===== config.mk =====
export PLATFORM = sky130hd
export DESIGN_NAME = clkdiv_align_ctrl
export DESIGN_NICKNAME = d
export VERILOG_FILES = /design/src/rtl/clkdiv_align_ctrl.sv
export SDC_FILE = /design/constraint.sdc
export NUM_CORES = 1
export LEC_CHECK = 0
export ABC_AREA = 1
export ABC_CLOCK_PERIOD_IN_PS = 4380
export CAP_MARGIN = 10
export CORE_MARGIN = 5
export CORE_UTILIZATION = 35
export DETAILED_ROUTE_END_ITERATION = 12
export PLACE_DENSITY = 0.59
export RECOVER_POWER = 25
export REMOVE_ABC_BUFFERS = 1
export SETUP_SLACK_MARGIN = 0.5
export SLEW_MARGIN = 25
export SYNTH_ARGS = -nofsm -noshare
export SYNTH_HDL_FRONTEND = slang
export SYNTH_SLANG_ARGS = --single-unit

===== constraint.sdc =====
create_clock -name clk -period 4.38 [get_ports clk]
set_clock_uncertainty 0.1 [all_clocks]
set_input_delay 1.314 -clock clk [delete_from_list [all_inputs] [get_ports clk]]
set_output_delay 1.314 -clock clk [all_outputs]
set_load 0.005 [all_outputs]

===== src/rtl/clkdiv_align_ctrl.sv =====
// Reset/calibration sequencer for a Gowin CLKDIV in the deserializer clock path.
// Define CLKDIV_ALIGN_STATUS_EN to add the calib_count/relock_count status outputs.
module clkdiv_align_ctrl #(
  parameter int RST_HOLD   = 16,
  parameter int SETTLE     = 32,
  parameter int CHECK_LEN  = 8,
  parameter int CALIB_WAIT = 16,
  parameter int MAX_CALIB  = 8,
  parameter int LOSS_LEN   = 4
) (
  input  logic       clk,
  input  logic       resetn,
  input  logic       realign,
  input  logic       pattern_ok,
  output logic       div_resetn,
  output logic       div_calib,
  output logic       locked,
  output logic       fail,
  output logic       busy
`ifdef CLKDIV_ALIGN_STATUS_EN
  ,
  output logic [7:0] calib_count,
  output logic [7:0] relock_count
`endif
);

  localparam logic [2:0] ST_HOLD   = 3'd0;
  localparam logic [2:0] ST_SETTLE = 3'd1;
  localparam logic [2:0] ST_CHECK  = 3'd2;
  localparam logic [2:0] ST_CALIB  = 3'd3;
  localparam logic [2:0] ST_WAIT   = 3'd4;
  localparam logic [2:0] ST_LOCKED = 3'd5;
  localparam logic [2:0] ST_FAIL   = 3'd6;

  localparam logic [15:0] HOLD_LAST_C   = 16'(RST_HOLD - 1);
  localparam logic [15:0] SETTLE_LAST_C = 16'(SETTLE - 1);
  localparam logic [15:0] WAIT_LAST_C   = 16'(CALIB_WAIT - 1);
  localparam logic [15:0] CHECK_LEN_C   = 16'(CHECK_LEN);
  localparam logic [15:0] LOSS_LAST_C   = 16'(LOSS_LEN - 1);
  localparam logic [7:0]  MAX_CALIB_C   = 8'(MAX_CALIB);

  function automatic logic [7:0] sat_inc8(input logic [7:0] v);
    return (v == 8'hFF) ? v : v + 8'd1;
  endfunction

  logic [2:0]  state_q, state_d;
  logic [15:0] timer_q, timer_d, timer_inc_s;
  logic [7:0]  attempts_q, attempts_d;
  logic        div_resetn_q, div_resetn_d;
  logic        div_calib_q, div_calib_d;
  logic        locked_q, locked_d;
  logic        fail_q, fail_d;
  logic        busy_q, busy_d;

  assign timer_inc_s = (timer_q == 16'hFFFF) ? timer_q : timer_q + 16'd1;

  // Next-state logic; the timer doubles as the consecutive-match and consecutive-loss counter.
  always_comb begin
    state_d    = state_q;
    timer_d    = timer_inc_s;
    attempts_d = attempts_q;
    if (realign) begin
      state_d    = ST_HOLD;
      timer_d    = 16'd0;
      attempts_d = 8'd0;
    end else begin
      case (state_q)
        ST_HOLD: begin
          attempts_d = 8'd0;
          if (timer_q == HOLD_LAST_C) begin
            state_d = ST_SETTLE;
            timer_d = 16'd0;
          end else begin
            timer_d = timer_inc_s;
          end
        end
        ST_SETTLE: begin
          if (timer_q == SETTLE_LAST_C) begin
            state_d = ST_CHECK;
            timer_d = 16'd0;
          end else begin
            timer_d = timer_inc_s;
          end
        end
        ST_CHECK: begin
          if (timer_q == CHECK_LEN_C) begin
            state_d = ST_LOCKED;
            timer_d = 16'd0;
          end else if (!pattern_ok) begin
            timer_d = 16'd0;
            if (attempts_q < MAX_CALIB_C) begin
              state_d    = ST_CALIB;
              attempts_d = sat_inc8(attempts_q);
            end else begin
              state_d = ST_FAIL;
            end
          end else begin
            timer_d = timer_inc_s;
          end
        end
        ST_CALIB: begin
          state_d = ST_WAIT;
          timer_d = 16'd0;
        end
        ST_WAIT: begin
          if (timer_q == WAIT_LAST_C) begin
            state_d = ST_CHECK;
            timer_d = 16'd0;
          end else begin
            timer_d = timer_inc_s;
          end
        end
        ST_LOCKED: begin
          if (pattern_ok) begin
            timer_d = 16'd0;
          end else if (timer_q == LOSS_LAST_C) begin
            // Realign in place: no divider reset, fresh attempt budget.
            state_d    = ST_CALIB;
            timer_d    = 16'd0;
            attempts_d = sat_inc8(8'd0);
          end else begin
            timer_d = timer_inc_s;
          end
        end
        ST_FAIL: begin
          timer_d = timer_q;
        end
        default: begin
          state_d    = ST_HOLD;
          timer_d    = 16'd0;
          attempts_d = 8'd0;
        end
      endcase
    end
  end

  // Outputs are decoded from the next state so they register alongside it.
  always_comb begin
    div_resetn_d = (state_d != ST_HOLD);
    div_calib_d  = (state_d == ST_CALIB);
    locked_d     = (state_d == ST_LOCKED);
    fail_d       = (state_d == ST_FAIL);
    busy_d       = (state_d != ST_LOCKED) && (state_d != ST_FAIL);
  end

  // State, timer, attempt counter and registered outputs.
  always_ff @(posedge clk or negedge resetn) begin
    if (!resetn) begin
      state_q      <= ST_HOLD;
      timer_q      <= 16'd0;
      attempts_q   <= 8'd0;
      div_resetn_q <= 1'b0;
      div_calib_q  <= 1'b0;
      locked_q     <= 1'b0;
      fail_q       <= 1'b0;
      busy_q       <= 1'b1;
    end else begin
      state_q      <= state_d;
      timer_q      <= timer_d;
      attempts_q   <= attempts_d;
      div_resetn_q <= div_resetn_d;
      div_calib_q  <= div_calib_d;
      locked_q     <= locked_d;
      fail_q       <= fail_d;
      busy_q       <= busy_d;
    end
  end

  assign div_resetn = div_resetn_q;
  assign div_calib  = div_calib_q;
  assign locked     = locked_q;
  assign fail       = fail_q;
  assign busy       = busy_q;

`ifdef CLKDIV_ALIGN_STATUS_EN
  logic [7:0] relock_q, relock_d;
  logic       relock_evt_s;

  assign relock_evt_s = (state_q == ST_LOCKED) && (state_d == ST_CALIB);

  // Loss-of-lock tally survives realign; only resetn clears it.
  always_comb begin
    if (relock_evt_s) begin
      relock_d = sat_inc8(relock_q);
    end else begin
      relock_d = relock_q;
    end
  end

  // Relock counter register.
  always_ff @(posedge clk or negedge resetn) begin
    if (!resetn) begin
      relock_q <= 8'd0;
    end else begin
      relock_q <= relock_d;
    end
  end

  assign calib_count  = attempts_q;
  assign relock_count = relock_q;
`endif

endmodule


; ---- Word-level counts from Yosys, hierarchy flattened
; Cells that the tools add are included.
[totals]
input_bits = 4
elab_cells = 69
reg_bits = 32
out_inout_bits = 5
[op_classes]
n_addsub = 2
n_mux = 27
eq_ne = 25
order_cmp = 1
reduce_logical = 6
[op_table]
columns = operator, count
row1 = 2-to-1 mux 16 bit, 8
row2 = one-hot mux 16 bit (5 select lines), 1
row3 = 2-to-1 mux 8 bit, 7
row4 = "== test 16 x 4 -> 1 bit, second input constant", 2
row5 = 2-to-1 mux 3 bit, 9
row6 = "inequality test 3 bit, second input constant", 8
row7 = one-hot mux 8 bit (3 select lines), 1
row8 = one-hot mux 3 bit (7 select lines), 1
row9 = "adder 16 x 1 -> 16 bit, second input constant", 1
row10 = "== test 16 bit, second input constant", 1
row11 = "== test 16 x 2 -> 1 bit, second input constant", 1
row12 = "== test 16 x 5 -> 1 bit, second input constant", 1
row13 = "== test 3 bit, second input constant", 5
row14 = "== test 3 x 2 -> 1 bit, second input constant", 3
row15 = "adder 8 x 1 -> 8 bit, second input constant", 1
row16 = "== test 8 bit, second input constant", 1
row17 = "< comparator 8 x 4 -> 1 bit, second input constant", 1
row18 = AND reduction 7 bit, 1
row19 = OR reduction 4 bit, 1
row20 = "== test 3 x 1 -> 1 bit, second input constant", 1
row21 = zero test 3 bit, 1
row22 = nonzero test 3 bit, 1
row23 = "inequality test 2 x 1 -> 1 bit, second input constant", 1
row24 = "inequality test 2 bit, second input constant", 1
row25 = 2 further kinds, 2

; ---- Longest topological paths before layout
; Gate-level depths: netlist of run 1.
[logic_depth]
ltp_word = 8
mapped_depth = 13
depth_no_buf = 13

; ---- Worst setup path after synthesis of run 1
; Ideal clock, no wire load.
[synth_path]
path_type = in2reg
from = input realign
to = register timer_q[0]
path_stages = 5
slack_ns = 2.239
setup_time_ns = 0.125
t_arrival_ns = 1.916
required_time_ns = 4.155
cell_sequence = nor2_1 -> inv_1 -> nand2_1 -> xor2_1 -> a21oi_1
[synth_between]
elab_chain_cells = 1
[synth_lines]
columns = element, line_no
row1 = from (decl), 13  ; input logic realign,
row2 = inequality test 2 bit (no line) / 2-to-1 mux 16 bit (equally long branches), -
row3 = to (signal assigned), 159  ; timer_q <= timer_d;
row4 = to (decl), 47  ; logic [15:0] timer_q, timer_d, timer_inc_s;
; Several ways; a longest one is shown, not always the timed one.
; A chain may end at the register's enable or synchronous reset.

==> metrics, run 1 <==
HPWL after detailed placement 3.196 mm; layout overhead on the synthesized area 13.41%; crit path kind input port to async pin; crit path max fanout 32; Slew Viols, Final 33; min Tclk post-route between 3 and 4 ns; RSZ-0062 raised after global routing false; largest family of logic cells by synthesized area simple AND/OR/NAND/NOR gates; Clock Power Share between 40% and 50%; Psw 0.1345 mW; final WL 4.361 mm; endpoints failing setup 0; Post-Synth XOR/XNOR Area 3.858%; syn_area_per_cell 6.926 µm²; worst path required time 4.35 ns; total grt overflow 0; Worst path depth 2; FP Rows 27; register share of total power 49.4%; Fin Setup TNS 0 ns; Leak Pwr between 1 and 1.5 nW; status complete, but fails checks; vias in the first global route about 1,700; initial core utilization ~37%; Critical Path End timer_q[7]; Combinational Power Share 4.2%; post-synthesis adder-cell area fraction roughly 1.8%; CTS Buf Count 5; R2R setup slack 2.40 ns; slowest cell on the critical path clkbuf_1; DRC violation total after the first TritonRoute iteration 116; Buffers on Ports 8; Worst path top cell family by delay buffers and inverters; Peak Freq 328.5 MHz; Avg WL per Cell ~11 µm; total core area 0.005574 mm²; crit path from resetn; total global routing track utilization around an eighth; Final Cycle Share 69.50%; worst-case reg-to-reg path depth 7; DR vias/cell 4.746; number of I/O pins 9; TritonCTS clock tree done; chip height roughly 86 µm; post-cts sizing count 0; CP peak stage delay around 1.2 ns; H-Tree Depth 2; Max-Slew Margin vs Limit -15.48%; P per Cell Area between 200 and 300 mW/mm²; first-pass GRT wire length a little under 8 mm; VDD IR max 0.1366 mV; diode count 0; crit end category async pin; layout cell share with drive strength beyond 1 10.32%; top cells by area in the synthesized netlist dfrtp_1 38%, nand2_1 19%, nand3_1 5.9%; cell depth of the worst hold path 2; cell area after placement 0.002213 mm²; hold_buf cts 0; Final Power 0.6093 mW; sw frac 22.08%; post-synthesis compound-gate area fraction 4.532%; startpoint class of the critical path input port; HP Class flop to flop; clk sinks 32; clk slew on worst S/H paths roughly 0.07 ns; simple-gate area share of the yosys netlist 43.23%; crit path cell chain clkdlybuf4s50_1, clkbuf_1; Max Cap Viol 1; register area share after synthesis roughly two fifths; final instance count without filler cells 382; Max clock buf depth 2; post-CTS setup buffers 0; Synthesis Warnings 0; post-synth top area share 37.97%; post-synthesis cell type count 28; #FFs+latches synth 32; failing checks capacitance limit, slew limit; CP Buf/Inv Count 2; fin nets about 320; Post-Synthesis Cells slightly below 300; worst-margin pin slew 1.732 ns; Die Area about 0.0075 mm²; antenna violations before repair 0; placed insts 374; Fin. Hold Viols 0; synthesized area 0.002043 mm²; antenna-violating nets left 0; pin count of the biggest net entering global routing 33; mux share of post-synthesis cell area 0%; DRT Pass-1 Iters 4; design area 0.002317 mm²; Horiz. Die Dim 86.41 µm; root buf cell clkbuf_8; DRC 0; Vias around 1,800; RR Startpoint timer_q[0]; Clk Latency, worst-skew pair a little under 0.3 ns; GP Congestion 0.8240; Yosys top cell by area dfrtp_1; Internal ~0.47 mW; reg2reg end timer_q[11]; Worst EP arrival ~3.0 ns
[cell families (layout without fill, tap and decap cells)]
kind of cell | after synthesis | in the layout
flops | 32 | 32
compound gates | 18 | 18
fa+ha+maj | 3 | 3
buf+inv | 38 | 53
simple gates | 195 | 195
xor+xnor | 9 | 9
[power by group through the flow]
stage                     registers [mW]  logic, mW  clock network (mW)
after floorplan                    0.306     0.0132                   0
after global placement             0.306     0.0267                   0
after detailed placement           0.306     0.0272                   0
after CTS                          0.301     0.0273               0.293
after global routing               0.301     0.0306               0.301
final                              0.301     0.0258               0.283
[flip-flops by register name, indices dropped and copies added, names as in the netlist]
signal and flops:
div_calib 1, fail 1, timer_q 16, state_q 3, attempts_q 8, locked 1, div_resetn 1, busy 1
[through the flow]
stage | util (%) | setup WS [ns] | hold WS, ns
global route | 41.57 | 0.8805 | 0.4169
CTS | 41.64 | 1.655 | 0.3962
floorplan | - | 1.927 | 0.3729
detailed placement | 39.71 | 1.548 | 0.3848
global placement | 39.71 | 1.550 | 0.3823
finish | 41.57 | 1.336 | 0.3951
[final cells by class]
cell class                      count  area [µm²]
Timing Repair Buffer               10       91.34
Clock inverter                      2       35.03
Clock buffer                        6       72.57
Tap cell                           72       90.09
Sequential cell                    32       802.0
Multi-Input combinational cell    225        1092
Inverter                           35       133.9
Fill cell                         594        3257
[synth_stat cells]
| library cell | count |
|---|---|
| nor3_4 | 1 |
| nand2_4 | 1 |
| xnor2_1 | 1 |
| dfstp_2 | 1 |
| inv_2 | 5 |
| and2_1 | 1 |
| nor3_1 | 4 |
| ha_1 | 3 |
| clkinv_1 | 1 |
| o21ai_1 | 10 |
| or2_2 | 1 |
| nand4_2 | 1 |
| nand2_1 | 103 |
| o21ai_0 | 3 |
| xor2_1 | 8 |
| nor2_4 | 2 |
| inv_1 | 28 |
| buf_2 | 3 |
| nand4_1 | 13 |
| inv_4 | 1 |
| nand3b_1 | 2 |
| o21bai_1 | 1 |
| nand2_2 | 5 |
| nor2_2 | 6 |
| a21oi_1 | 4 |
| nor2_1 | 31 |
| nand3_1 | 24 |
| dfrtp_1 | 31 |
[routing by layer]
| layer | GRT usage (%) | wire, µm | share of wire (%) |
|---|---|---|---|
| met3 | 3.042 | 157 | 3.6 |
| met4 | 5.524 | 90 | 2.1 |
| met2 | 20.10 | 1914 | 44 |
| met1 | 17.67 | 2198 | 50 |
| met5 | 0 | 0 | 0 |
[worst min-delay path by stage]
stage | from | to | slack [ns]
3_3_place_gp | attempts_q[5] | attempts_q[5] | 0.38
3_5_place_dp | attempts_q[5] | attempts_q[5] | 0.38
6_report | attempts_q[5] | attempts_q[5] | 0.40
2_1_floorplan | attempts_q[5] | attempts_q[5] | 0.37
5_1_grt | attempts_q[6] | attempts_q[6] | 0.42
4_1_cts | attempts_q[5] | attempts_q[5] | 0.40
[worst min-delay path, delay by kind of cell (launching register included)]
kind | cells | cell delay (ns)
buffers and inverters | 1 | 0.05
flip-flops | 1 | 0.38
AND/OR/NAND/NOR | 1 | 0.04
[cell usage in the layout, fill, tap and decap left out]
cell | Yosys | final
dfrtp_1 | 31 | 31
ha_1 | 3 | 3
o21ai_0 | 3 | 3
inv_1 | 28 | 28
clkbuf_8 | 0 | 5
o21ai_1 | 10 | 10
xnor2_1 | 1 | 1
nand3_1 | 24 | 24
xor2_1 | 8 | 8
and2_1 | 1 | 1
bufinv_16 | 0 | 1
nor2_2 | 6 | 6
nand2_1 | 103 | 103
inv_2 | 5 | 5
nor2_4 | 2 | 2
nor2_1 | 31 | 31
clkinv_1 | 1 | 1
o21bai_1 | 1 | 1
dfstp_2 | 1 | 1
nand2_4 | 1 | 1
a21oi_1 | 4 | 4
nand3b_1 | 2 | 2
nor3_4 | 1 | 1
buf_4 | 0 | 1
nand4_2 | 1 | 1
clkinv_2 | 0 | 1
nand2_2 | 5 | 5
nor3_1 | 4 | 4
inv_4 | 1 | 1
or2_2 | 1 | 1
clkbuf_1 | 0 | 2
nand4_1 | 13 | 13
clkdlybuf4s50_1 | 0 | 8
Note: power is estimated with default switching activity, not from simulation.
==> inputs of run 2 (changes only) <==
--- a/config.mk
+++ b/config.mk
@@ -6,12 +6,12 @@
 export NUM_CORES = 1
 export LEC_CHECK = 0
 export ABC_AREA = 1
-export ABC_CLOCK_PERIOD_IN_PS = 4380
+export ABC_CLOCK_PERIOD_IN_PS = 2800
 export CAP_MARGIN = 10
 export CORE_MARGIN = 5
 export CORE_UTILIZATION = 35
 export DETAILED_ROUTE_END_ITERATION = 12
-export PLACE_DENSITY = 0.59
+export PLACE_DENSITY = 0.61
 export RECOVER_POWER = 25
 export REMOVE_ABC_BUFFERS = 1
 export SETUP_SLACK_MARGIN = 0.5
==> constraint.sdc (replaced) <==
create_clock -name clk -period 2.8 [get_ports clk]
set_clock_uncertainty 0.1 [all_clocks]
set_input_delay 0.84 -clock clk [delete_from_list [all_inputs] [get_ports clk]]
set_output_delay 0.84 -clock clk [all_outputs]
set_load 0.005 [all_outputs]
==> metrics, run 2 (synthesis results as in run 1) <==
Peak Freq 450.0 MHz; final instance count without filler cells 382; Fin Setup TNS 0 ns; Final Cycle Share between 70% and 80%; WHS 0.3946 ns; min Tclk post-route between 2 and 2.5 ns; total global routing track utilization 12.77%; initial core utilization between 30% and 40%; P per Cell Area 409.0 mW/mm²; DRC 0; GP Congestion 0.8540; Combinational Power Share about 4.3%; DR vias/cell between 4 and 5; hold_buf cts 0; slowest cell on the critical path dfstp_2; max reg flops 16; most common cell after layout, fill and taps aside nand2_1; Avg WL per Cell 11.62 µm; largest registers timer_q x16, attempts_q x8, state_q x3; Worst EP arrival 1.28 ns; TritonCTS clock tree done; status finished, final reports clean; Max clock buf depth 2; antenna-violating nets left 0; Buffers on Ports 8; Psw 0.2058 mW; sw frac 21.70%; root buf cell clkbuf_8; H-Tree Depth 2; Vias 1,833; Fin. Hold Viols 0; final WL between 4 and 5 mm; CP Buf/Inv Count 1; layout cell share with drive strength beyond 1 10.65%; Horiz. Die Dim 86.41 µm; diode count 0; worst path required time 1.86 ns; clk slew on worst S/H paths 0.07 ns; register share of total power 49.6%; DRC violation total after the first TritonRoute iteration 131; Slew Viols, Final 0; chip height 86.41 µm; endpoints failing setup 0; Leak Pwr 1.203 nW; CP peak stage delay about 0.5 ns; RSZ-0062 raised after global routing false; Clock Power Share around 46%; clk sinks 32; Largest Register timer_q; crit path cell chain clkdlybuf4s50_1; HPWL after detailed placement 3.229 mm; number of I/O pins 9; crit path max fanout 1; Worst path top cell family by delay flip-flops; placed insts roughly 370; worst-margin pin slew approximately 0.80 ns; Final Util around two fifths; vias in the first global route 1,645; FP Rows 27; CTS Buf Count 5; fill cell count between 500 and 600; total grt overflow 0; Max Cap Viol 0; first-pass GRT wire length 7.548 mm; total core area 0.005574 mm²; crit end category output port; HP Class flop to flop; Max-Slew Margin vs Limit 46.54%; Die Area between 0.007 and 0.008 mm²; crit path kind flop to output port; Clk Latency, worst-skew pair 0.28 ns; DRT Pass-1 Iters 4; layout overhead on the synthesized area 13.47%; most frequent cells in the layout 103 x nand2_1, 31 x nor2_1, 31 x dfrtp_1; Internal ~0.74 mW; fin nets 316; startpoint class of the critical path flop; antenna violations before repair 0; post-cts sizing count 0; post-CTS setup buffers 0; pin count of the biggest net entering global routing 33; VDD IR max 0.2287 mV
[run 2: cell count changes in the layout (fill, tap and decap cells not counted), sizes merged]
cell,previous run,this run
dlygate4sd3,0,1
clkdlybuf4s50,8,7
[run 2: final cells by class]
cell class	instances	area (µm²)	area share, %
Inverter	35	133.9	5.774
Sequential cell	32	802.0	34.59
Clock inverter	2	35.03	1.511
Timing Repair Buffer	10	92.59	3.994
Multi-Input combinational cell	225	1092	47.11
Tap cell	72	90.09	3.886
Clock buffer	6	72.57	3.130
[run 2: per-layer routing]
layer / vias to the layer above / track usage (%) / part of all wire [%]
met5: - / 0 / 0
met4: 0 / 5.524 / 1.8
met3: 6 / 3.042 / 2.8
met2: 21 / 19.89 / 45
met1: 839 / 16.82 / 51
li1: 967 / - / -
[run 2: worst paths after layout]
kind                                from       endpoint  slack [ns]  cells after the start
min in group asynchronous         resetn     timer_q[6]        1.07                      2
setup / recovery                    busy           busy        0.58                      1
hold reg to reg            attempts_q[7]  attempts_q[7]        0.39                      2
setup reg to reg              timer_q[0]    timer_q[10]        0.82                     12
hold / removal             attempts_q[7]  attempts_q[7]        0.39                      2
max in group asynchronous         resetn  attempts_q[2]        1.03                      2
[run 2: power by group through the flow]
stage	sequential, mW	combinational, mW	clock [mW]
6_report	0.470	0.0404	0.437
3_5_place_dp	0.479	0.0423	0
3_3_place_gp	0.479	0.0417	0
2_1_floorplan	0.478	0.0207	0
5_1_grt	0.471	0.0467	0.478
4_1_cts	0.470	0.0426	0.453
[run 2: per-stage QoR]
step	instance area, µm²	setup WS [ns]	total power [mW]
4_1_cts	2321	0.5592	0.9660
6_report	2318	0.5776	0.9482
5_1_grt	2318	0.5354	0.9951
3_5_place_dp	2213	0.4497	0.5214
3_3_place_gp	2213	0.4552	0.5206
2_1_floorplan	2028	0.8205	0.4991
==> inputs of run 3 (changes only) <==
--- a/config.mk
+++ b/config.mk
@@ -6,7 +6,7 @@
 export NUM_CORES = 1
 export LEC_CHECK = 0
 export ABC_AREA = 1
-export ABC_CLOCK_PERIOD_IN_PS = 2800
+export ABC_CLOCK_PERIOD_IN_PS = 2000
 export CAP_MARGIN = 10
 export CORE_MARGIN = 5
 export CORE_UTILIZATION = 35
==> constraint.sdc (replaced) <==
create_clock -name clk -period 2 [get_ports clk]
set_clock_uncertainty 0.1 [all_clocks]
set_input_delay 0.6 -clock clk [delete_from_list [all_inputs] [get_ports clk]]
set_output_delay 0.6 -clock clk [all_outputs]
set_load 0.005 [all_outputs]
==> metrics, run 3 (synthesis results as in run 1) <==
total core area 0.005574 mm²; Fin. Hold Viols 0; P per Cell Area 484.4 mW/mm²; fill cell count 557; R2R setup slack 0.25 ns; antenna-violating nets left 0; Buffers on Ports 8; Max clock buf depth 2; cell depth of the worst hold path 2; Final Cycle Share between 80 and 90%; Vias 1,934; Max Cap Viol 0; chip height between 80 and 90 µm; VDD IR max 0.3020 mV; Peak Freq 570.6 MHz; pin count of the biggest net entering global routing 33; root buf cell clkbuf_8; crit path max fanout 8; worst path required time 2.08 ns; most common cell after layout, fill and taps aside nand2_1; Avg WL per Cell 12.11 µm; startpoint class of the critical path flop; worst-margin pin slew roughly 0.8 ns; worst-case reg-to-reg path depth 12; Horiz. Die Dim about 86 µm; Clk Latency, worst-skew pair ~0.28 ns; Fin Setup TNS 0 ns; routing usage on met2 roughly a quarter; GP Congestion roughly 0.84; HP Class flop to flop; DRT Pass-1 Iters 4; final WL 4.892 mm; number of I/O pins 9; largest registers timer_q x16, attempts_q x8, state_q x3; layout cell share with drive strength beyond 1 about a third; total grt overflow 0; Final Util 47.90%; antenna violations before repair 0; CP peak stage delay 0.43 ns; cell area after placement 0.002301 mm²; status finished, final reports clean; WHS Endpoint attempts_q[5]; layout overhead on the synthesized area 30.68%; total global routing track utilization roughly 14%; DRC violation total after the first TritonRoute iteration around 130; reg2reg end timer_q[4]; crit path kind flop to flop; initial core utilization between 30% and 40%; endpoints failing setup 0; first-pass GRT wire length approximately 8.7 mm; slowest cell on the critical path dfrtp_1; clk slew on worst S/H paths 0.07 ns; Max-Slew Margin vs Limit 45.89%; fin nets 338; vias in the first global route 1,913; clk sinks 32; most frequent cells in the layout 90 x nand2_1, 25 x inv_1, 24 x nor2_1, 24 x dfrtp_1, 19 x buf_4; GR peak layer met2; FP Rows 27; DRC 0; Slew Viols, Final 0; Die Area between 0.007 and 0.008 mm²; Most common cell on crit path nand2_1; RSZ-0062 raised after global routing true; TritonCTS clock tree done; CTS Buf Count 5; min Tclk post-route 1.752 ns; H-Tree Depth 2; RR Startpoint timer_q[14]; crit end category flop; Hold Crit Start attempts_q[5]; Worst EP arrival between 1.5 and 2 ns; Largest Register timer_q; crit path cell chain nor2_1, nand2_1, nor2_4, nand2_2, nand3_2, nand2_1, inv_2, nand2_4, nand2_8, inv_8, nand2_2, nand2_1; DR vias/cell 4.787; global routing usage on met1 18.52%; max reg flops 16; met3 track demand over resource under 10%; WHS slightly below 0.4 ns; HPWL after detailed placement approximately 3.4 mm; Leak Pwr 1.353 nW; design area between 0.002 and 0.003 mm²; diode count 0
run 3: through the flow:
step,power (mW),std cells,setup WS [ns]
floorplan,0.6987,292,0.2605
finish,1.293,404,0.2475
global route,1.354,404,0.1129
detailed placement,0.7425,384,-0.07548
global placement,0.7413,384,-0.06183
CTS,1.313,400,0.2659
run 3: how the worst max path moves through the flow:
stage                            from           to  slack (ns)
after global placement     pattern_ok         busy       -0.06
final                     timer_q[14]   timer_q[4]        0.25
after detailed placement   pattern_ok         busy       -0.08
after floorplan               realign   timer_q[0]        0.26
after global routing       timer_q[0]  timer_q[14]        0.11
after CTS                        busy         busy        0.27
run 3: per-layer routing:
layer	vias to the layer above	routed length, µm
met5	-	0
met4	0	53
met3	4	138
met2	31	2379
met1	893	2321
li1	1006	-
run 3: final cells by class:
| cell class | instances | area, µm² | share of cell area, % |
|---|---|---|---|
| Clock inverter | 2 | 15.01 | 0.5623 |
| Timing Repair Buffer | 32 | 246.5 | 9.231 |
| Tap cell | 72 | 90.09 | 3.374 |
| Sequential cell | 32 | 810.8 | 30.37 |
| Multi-Input combinational cell | 225 | 1277 | 47.84 |
| Clock buffer | 6 | 82.58 | 3.093 |
| Inverter | 35 | 147.6 | 5.530 |
run 3: worst max-delay path: cells and delay by family (launching register included):
kind                   cells  cell delay [ns]
buffers and inverters      2             0.12
DFF                        1             0.43
and+or+nand+nor           10             1.00
run 3: timing repair:
action	CTS	global route
setup endpoints to repair	37	34
resized for setup	71	14
hold buffers	0	0
pin swaps	15	6
setup buffers	8	4
run 3: power by group:
part	total, mW	internal, mW	switching (mW)	leakage (nW)
clock network	0.534	0.279	0.256	0.0434
logic	0.0993	0.0409	0.0584	0.880
registers	0.660	0.652	0.00784	0.430
==> variant 1 (flow settings as in run 2) <==
The option `CLKDIV_ALIGN_STATUS_EN` is turned on by a define.
--- a/src/rtl/clkdiv_align_ctrl.sv
+++ b/src/rtl/clkdiv_align_ctrl.sv
@@ -1,5 +1,7 @@
 // Reset/calibration sequencer for a Gowin CLKDIV in the deserializer clock path.
 // Define CLKDIV_ALIGN_STATUS_EN to add the calib_count/relock_count status outputs.
+`define CLKDIV_ALIGN_STATUS_EN
+
 module clkdiv_align_ctrl #(
   parameter int RST_HOLD   = 16,
   parameter int SETTLE     = 32,
Function (old outputs only; new: calib_count and relock_count): kept (Yosys induction, for registers that start in step).
==> variant 1 against run 2 <==
Setup slack got worse by 0.040 ns. Sequential power up 24%. Total power grew 18%. Sequential cell count grew 8. Synthesized area up 24%. Worst hold slack improved by 0.018 ns. Cell area increased by 30%. First-iteration DRC count is 53% lower. Routed wire length is 23% higher. Largest power group unchanged. Highest routed layer unchanged.
==> variant 1: results (changes against run 2) <==
[global_routing]
antenna_found_initial=0  ; unchanged
grt_pass1_wl_microns=9430  ; +25%
grt_start_max_net_pins=41  ; +24%
grt_pass1_vias=2048  ; +24%
track_usage_pct=13.2  ; +0.48 points

[min_path]
hp-start=calib_count[5]
holdCritPathClass=reg -> reg

[sta]
tns_ns=0  ; unchanged
relSlewSlack_pct=32.9  ; -14 points

[placement]
dp_hpwl_microns=4030  ; +25%
routabilityCongestion=0.898  ; +5.2%
port_buffers=24  ; +16

[cts]
cts.repair.resized=0  ; unchanged
clkSlewWorstSetupHoldPaths_ns=0.09  ; +0.02 ns
cts_buffers=5  ; unchanged
cts_setup_buffers=0  ; unchanged
cts_htree_levels=2  ; unchanged
clockBufferDepth=2  ; unchanged
root_buffer=clkbuf_8
clk_latency_ns=0.30  ; +0.02 ns

[critical_path]
cpLargestDelayFamily=buffers and inverters
worst_ep_arrival_time_ns=1.32  ; +0.04 ns
cp_max_fo=6  ; +5
r2r-start=timer_q[1]
slowest_delay_ns=0.54  ; +0.03 ns
startpoint=relock_count[3]
slowest_stage=clkdlybuf4s50_1

[final_layout]
diodes=0  ; unchanged
nets=367  ; +16%
largest_register_ffs=16  ; unchanged
drive_above_1_share_pct=14.2  ; +3.5 points

[drt]
via_per_inst=4.65  ; -3.1%
drt_wl_total_microns=5440  ; +23%
firstDrtPassIters=4  ; unchanged
wl_met3_microns=201  ; +63%
top_layer=met4
dr_wl_met2_microns=2490  ; +25%
wl_met1_microns=2660  ; +18%
drt_iter0_drc=62  ; -53%

[logic_synthesis]
synth_area_leaders=dfrtp_1, nand2_1, inv_1
ys_seq_area_share_pct=39.7  ; +0.40 points
ys_warn_count=0  ; unchanged
synthTopCellsByCount=nand2_1, inv_1, dfrtp_1
async_flop_share_pct=100  ; unchanged
post_synth_num_cell_types=37  ; +32%

[power]
leakage_uw=0.00142  ; +18%
peakVddDrop_mv=0.160  ; -30%
internal_power_uw=863  ; +16%

[run_status]
status=completed

==> variant 1: per-layer routing <==
layer	vias to the layer above	track usage, %
li1	1115	-
met1	979	18.3
met2	36	20.7
met3	5	2.15
met4	0	5.17
met5	-	0
==> variant 1: cell type report <==
type,instances,area (sq um)
Multi-Input combinational cell,233,1320
Clock buffer,5,68.8
Inverter,51,191
Timing Repair Buffer,28,263
Clock inverter,3,47.5
Sequential cell,40,1000
Tap cell,99,124
Fill cell,760,4120
==> variant 1: logic make-up after synthesis <==
| kind of cell | after synthesis | synth area share [%] |
|---|---|---|
| buffers and inverters | 53 | 8.32 |
| AO/OA/AOI/OAI | 41 | 10.4 |
| XOR/XNOR | 15 | 5.20 |
| flip-flops | 40 | 39.7 |
| AND/OR/NAND/NOR | 173 | 34.4 |
| adder cells (fa/ha/maj) | 4 | 1.98 |
==> variant 1: through the flow <==
| stage | cell area (sq um) | cells | util (%) | setup slack (ns) |
|---|---|---|---|---|
| after floorplan | 2510 | 324 | - | 0.904 |
| after global placement | 2900 | 451 | 40.6 | 0.352 |
| after detailed placement | 2900 | 451 | 40.6 | 0.324 |
| after CTS | 3010 | 459 | 42.2 | 0.519 |
| after global routing | 3010 | 459 | 42.2 | 0.479 |
| final | 3010 | 459 | 42.2 | 0.537 |
==> variant 1: power by group through the flow <==
stage	clock network, uW	registers, uW	logic, uW
global placement	0	596	45.6
floorplan	0	596	20.8
finish	492	585	44.8
detailed placement	0	596	46.3
global route	534	585	53.1
CTS	513	585	46.6
==> variant 1: worst paths after layout <==
path | cells past startpoint | slack [ns] | end
min | 2 | 0.41 | calib_count[5]
max in group asynchronous | 2 | 1.30 | calib_count[4]
min in group asynchronous | 2 | 0.68 | timer_q[1]
max reg2reg | 9 | 0.79 | calib_count[2]
min reg2reg | 2 | 0.41 | calib_count[5]
max | 1 | 0.54 | relock_count[3]
==> variant 2 (config.mk and constraints of run 2) <==
Without the edit above. Register the input `pattern_ok` before use, cleared by the reset. The logic sees it one clock later. The other inputs are not delayed to match.
--- a/src/rtl/clkdiv_align_ctrl.sv
+++ b/src/rtl/clkdiv_align_ctrl.sv
@@ -39,6 +39,16 @@
   localparam logic [15:0] LOSS_LAST_C   = 16'(LOSS_LEN - 1);
   localparam logic [7:0]  MAX_CALIB_C   = 8'(MAX_CALIB);
 
+  logic pattern_ok_q;
+
+  always_ff @(posedge clk or negedge resetn) begin
+    if (!resetn) begin
+      pattern_ok_q <= '0;
+    end else begin
+      pattern_ok_q <= pattern_ok;
+    end
+  end
+
   function automatic logic [7:0] sat_inc8(input logic [7:0] v);
     return (v == 8'hFF) ? v : v + 8'd1;
   endfunction
@@ -86,7 +96,7 @@
           if (timer_q == CHECK_LEN_C) begin
             state_d = ST_LOCKED;
             timer_d = 16'd0;
-          end else if (!pattern_ok) begin
+          end else if (!pattern_ok_q) begin
             timer_d = 16'd0;
             if (attempts_q < MAX_CALIB_C) begin
               state_d    = ST_CALIB;
@@ -111,7 +121,7 @@
           end
         end
         ST_LOCKED: begin
-          if (pattern_ok) begin
+          if (pattern_ok_q) begin
             timer_d = 16'd0;
           end else if (timer_q == LOSS_LAST_C) begin
             // Realign in place: no divider reset, fresh attempt budget.
Formal check against the unedited RTL: no difference found for any inputs over 10 cycles, from zero or initial values and one cycle with resetn low; that may be too few to reach the edited logic, so the function may still have changed.
==> variant 2 against run 2 <==
Total power is 7.2% lower. Setup slack worse by 0.0025 ns. Cell area is 1.6% higher. Synthesized area increased by 2.1%. Sequential cell count grew 1. Fmax down 0.11%. Non-clock buffer count grew 1. First-iteration DRC count shrank 31%. Routed wire length shrank 3.7%. Critical path type unchanged. Largest power group unchanged.
==> variant 2: results (changes against run 2) <==
[run_status]
status=completed

[final_layout]
fillerInstances=601  ; +2.0%
drive_above_1_share_pct=12.7  ; +2.1 points
reg_top3=timer_q: 16 flops, attempts_q: 8 flops, state_q: 3 flops
diodes=0  ; unchanged
nets=313  ; -0.95%

[global_routing]
grt_pass1_wl_microns=7690  ; +1.8%
grt_start_max_net_pins=34  ; +3.0%
track_usage_pct=13.0  ; +0.26 points
grt_pass1_vias=1651  ; +0.36%

[critical_path]
r2r-start=timer_q[1]
r2r_slack_ns=0.84  ; +0.02 ns
reg2reg_to=timer_q[11]
critPathCapture=busy
cp_max_fo=1  ; unchanged
r2r_cells=8  ; -4
worst_ep_arrival_time_ns=1.28  ; about the same
startpoint=busy

[power]
peakVddDrop_mv=0.164  ; -28%
internal_power_uw=667  ; -10%
leakage_uw=0.00113  ; -6.1%

[logic_synthesis]
post_synth_num_cell_types=27  ; -3.6%
synthTopCellsByCount=nand2_1, inv_1, nor2_1
synth_area_leaders=dfrtp_1, nand2_1, inv_1
yosys_most_used_dff=dfrtp_1
ys_seq_area_share_pct=39.6  ; +0.38 points

[cts]
cts_buffers=5  ; unchanged
clkSlewWorstSetupHoldPaths_ns=0.07  ; about the same
cts_htree_levels=2  ; unchanged
clk_latency_ns=0.29
cts_setup_buffers=0  ; unchanged
clockBufferDepth=2  ; unchanged
cts.repair.resized=0  ; unchanged

[placement]
routabilityCongestion=0.842  ; -1.4%
dp_hpwl_microns=3160  ; -2.0%
placed_cell_area_sq_um=2280  ; +2.8%
port_buffers=8  ; unchanged

[drt]
antenna_left=0  ; unchanged
via_per_inst=4.59  ; -4.3%
drt_iter0_drc=90  ; -31%
drt_wl_total_microns=4280  ; -3.7%

[sta]
relSlewSlack_pct=44.3  ; -2.2 points

[job]
maxCapViolations=0  ; unchanged

## variant 2: routing by layer
metal | wire length, microns | up-vias | global-route usage (%)
met4 | 103 | 0 | 6.69
met5 | 0 | - | 0
met3 | 109 | 8 | 1.70
met2 | 2010 | 17 | 20.8
li1 | - | 948 | -
met1 | 2060 | 782 | 17.2
## variant 2: logic make-up after synthesis
| group | count (synthesis) | share of synthesized area (%) |
|---|---|---|
| buffers and inverters | 53 | 9.71 |
| and+or+nand+nor | 158 | 36.8 |
| DFF | 33 | 39.6 |
| xor gates and xnor gates | 6 | 2.52 |
| adders and majority gates | 3 | 1.80 |
| AOI/OAI and AO/OA | 36 | 9.53 |
## variant 2: cell type report
class,count,share of cell area [%]
clock buffer,6,3.08
clock inverter,2,0.425
inverter,52,8.28
multi-input combinational,203,44.9
sequential,33,35.1
tap,75,3.98
timing repair buffer,11,4.25
## variant 2: worst min-delay path by stage
stage	startpoint	end	slack [ns]	cells past startpoint
floorplan	attempts_q[3]	attempts_q[3]	0.35	2
global placement	attempts_q[3]	attempts_q[3]	0.37	2
detailed placement	attempts_q[3]	attempts_q[3]	0.38	2
CTS	attempts_q[7]	attempts_q[7]	0.40	2
global route	attempts_q[6]	attempts_q[6]	0.41	2
finish	attempts_q[3]	attempts_q[3]	0.39	2
## variant 2: metrics by stage
stage / instances / utilization, % / setup slack, ns
after global placement: 374 / 38.9 / 0.480
final: 382 / 40.3 / 0.575
after CTS: 382 / 40.3 / 0.557
after detailed placement: 374 / 38.9 / 0.453
after global routing: 382 / 40.3 / 0.538
after floorplan: 288 / - / 1.04
## variant 2: power by group through the flow
stage          clock (uW)  sequential (uW)  combinational, uW
2_1_floorplan           0              494               20.8
3_3_place_gp            0              495               42.7
3_5_place_dp            0              495               43.2
4_1_cts               368              486               43.2
5_1_grt               388              487               47.6
6_report              354              486               40.7
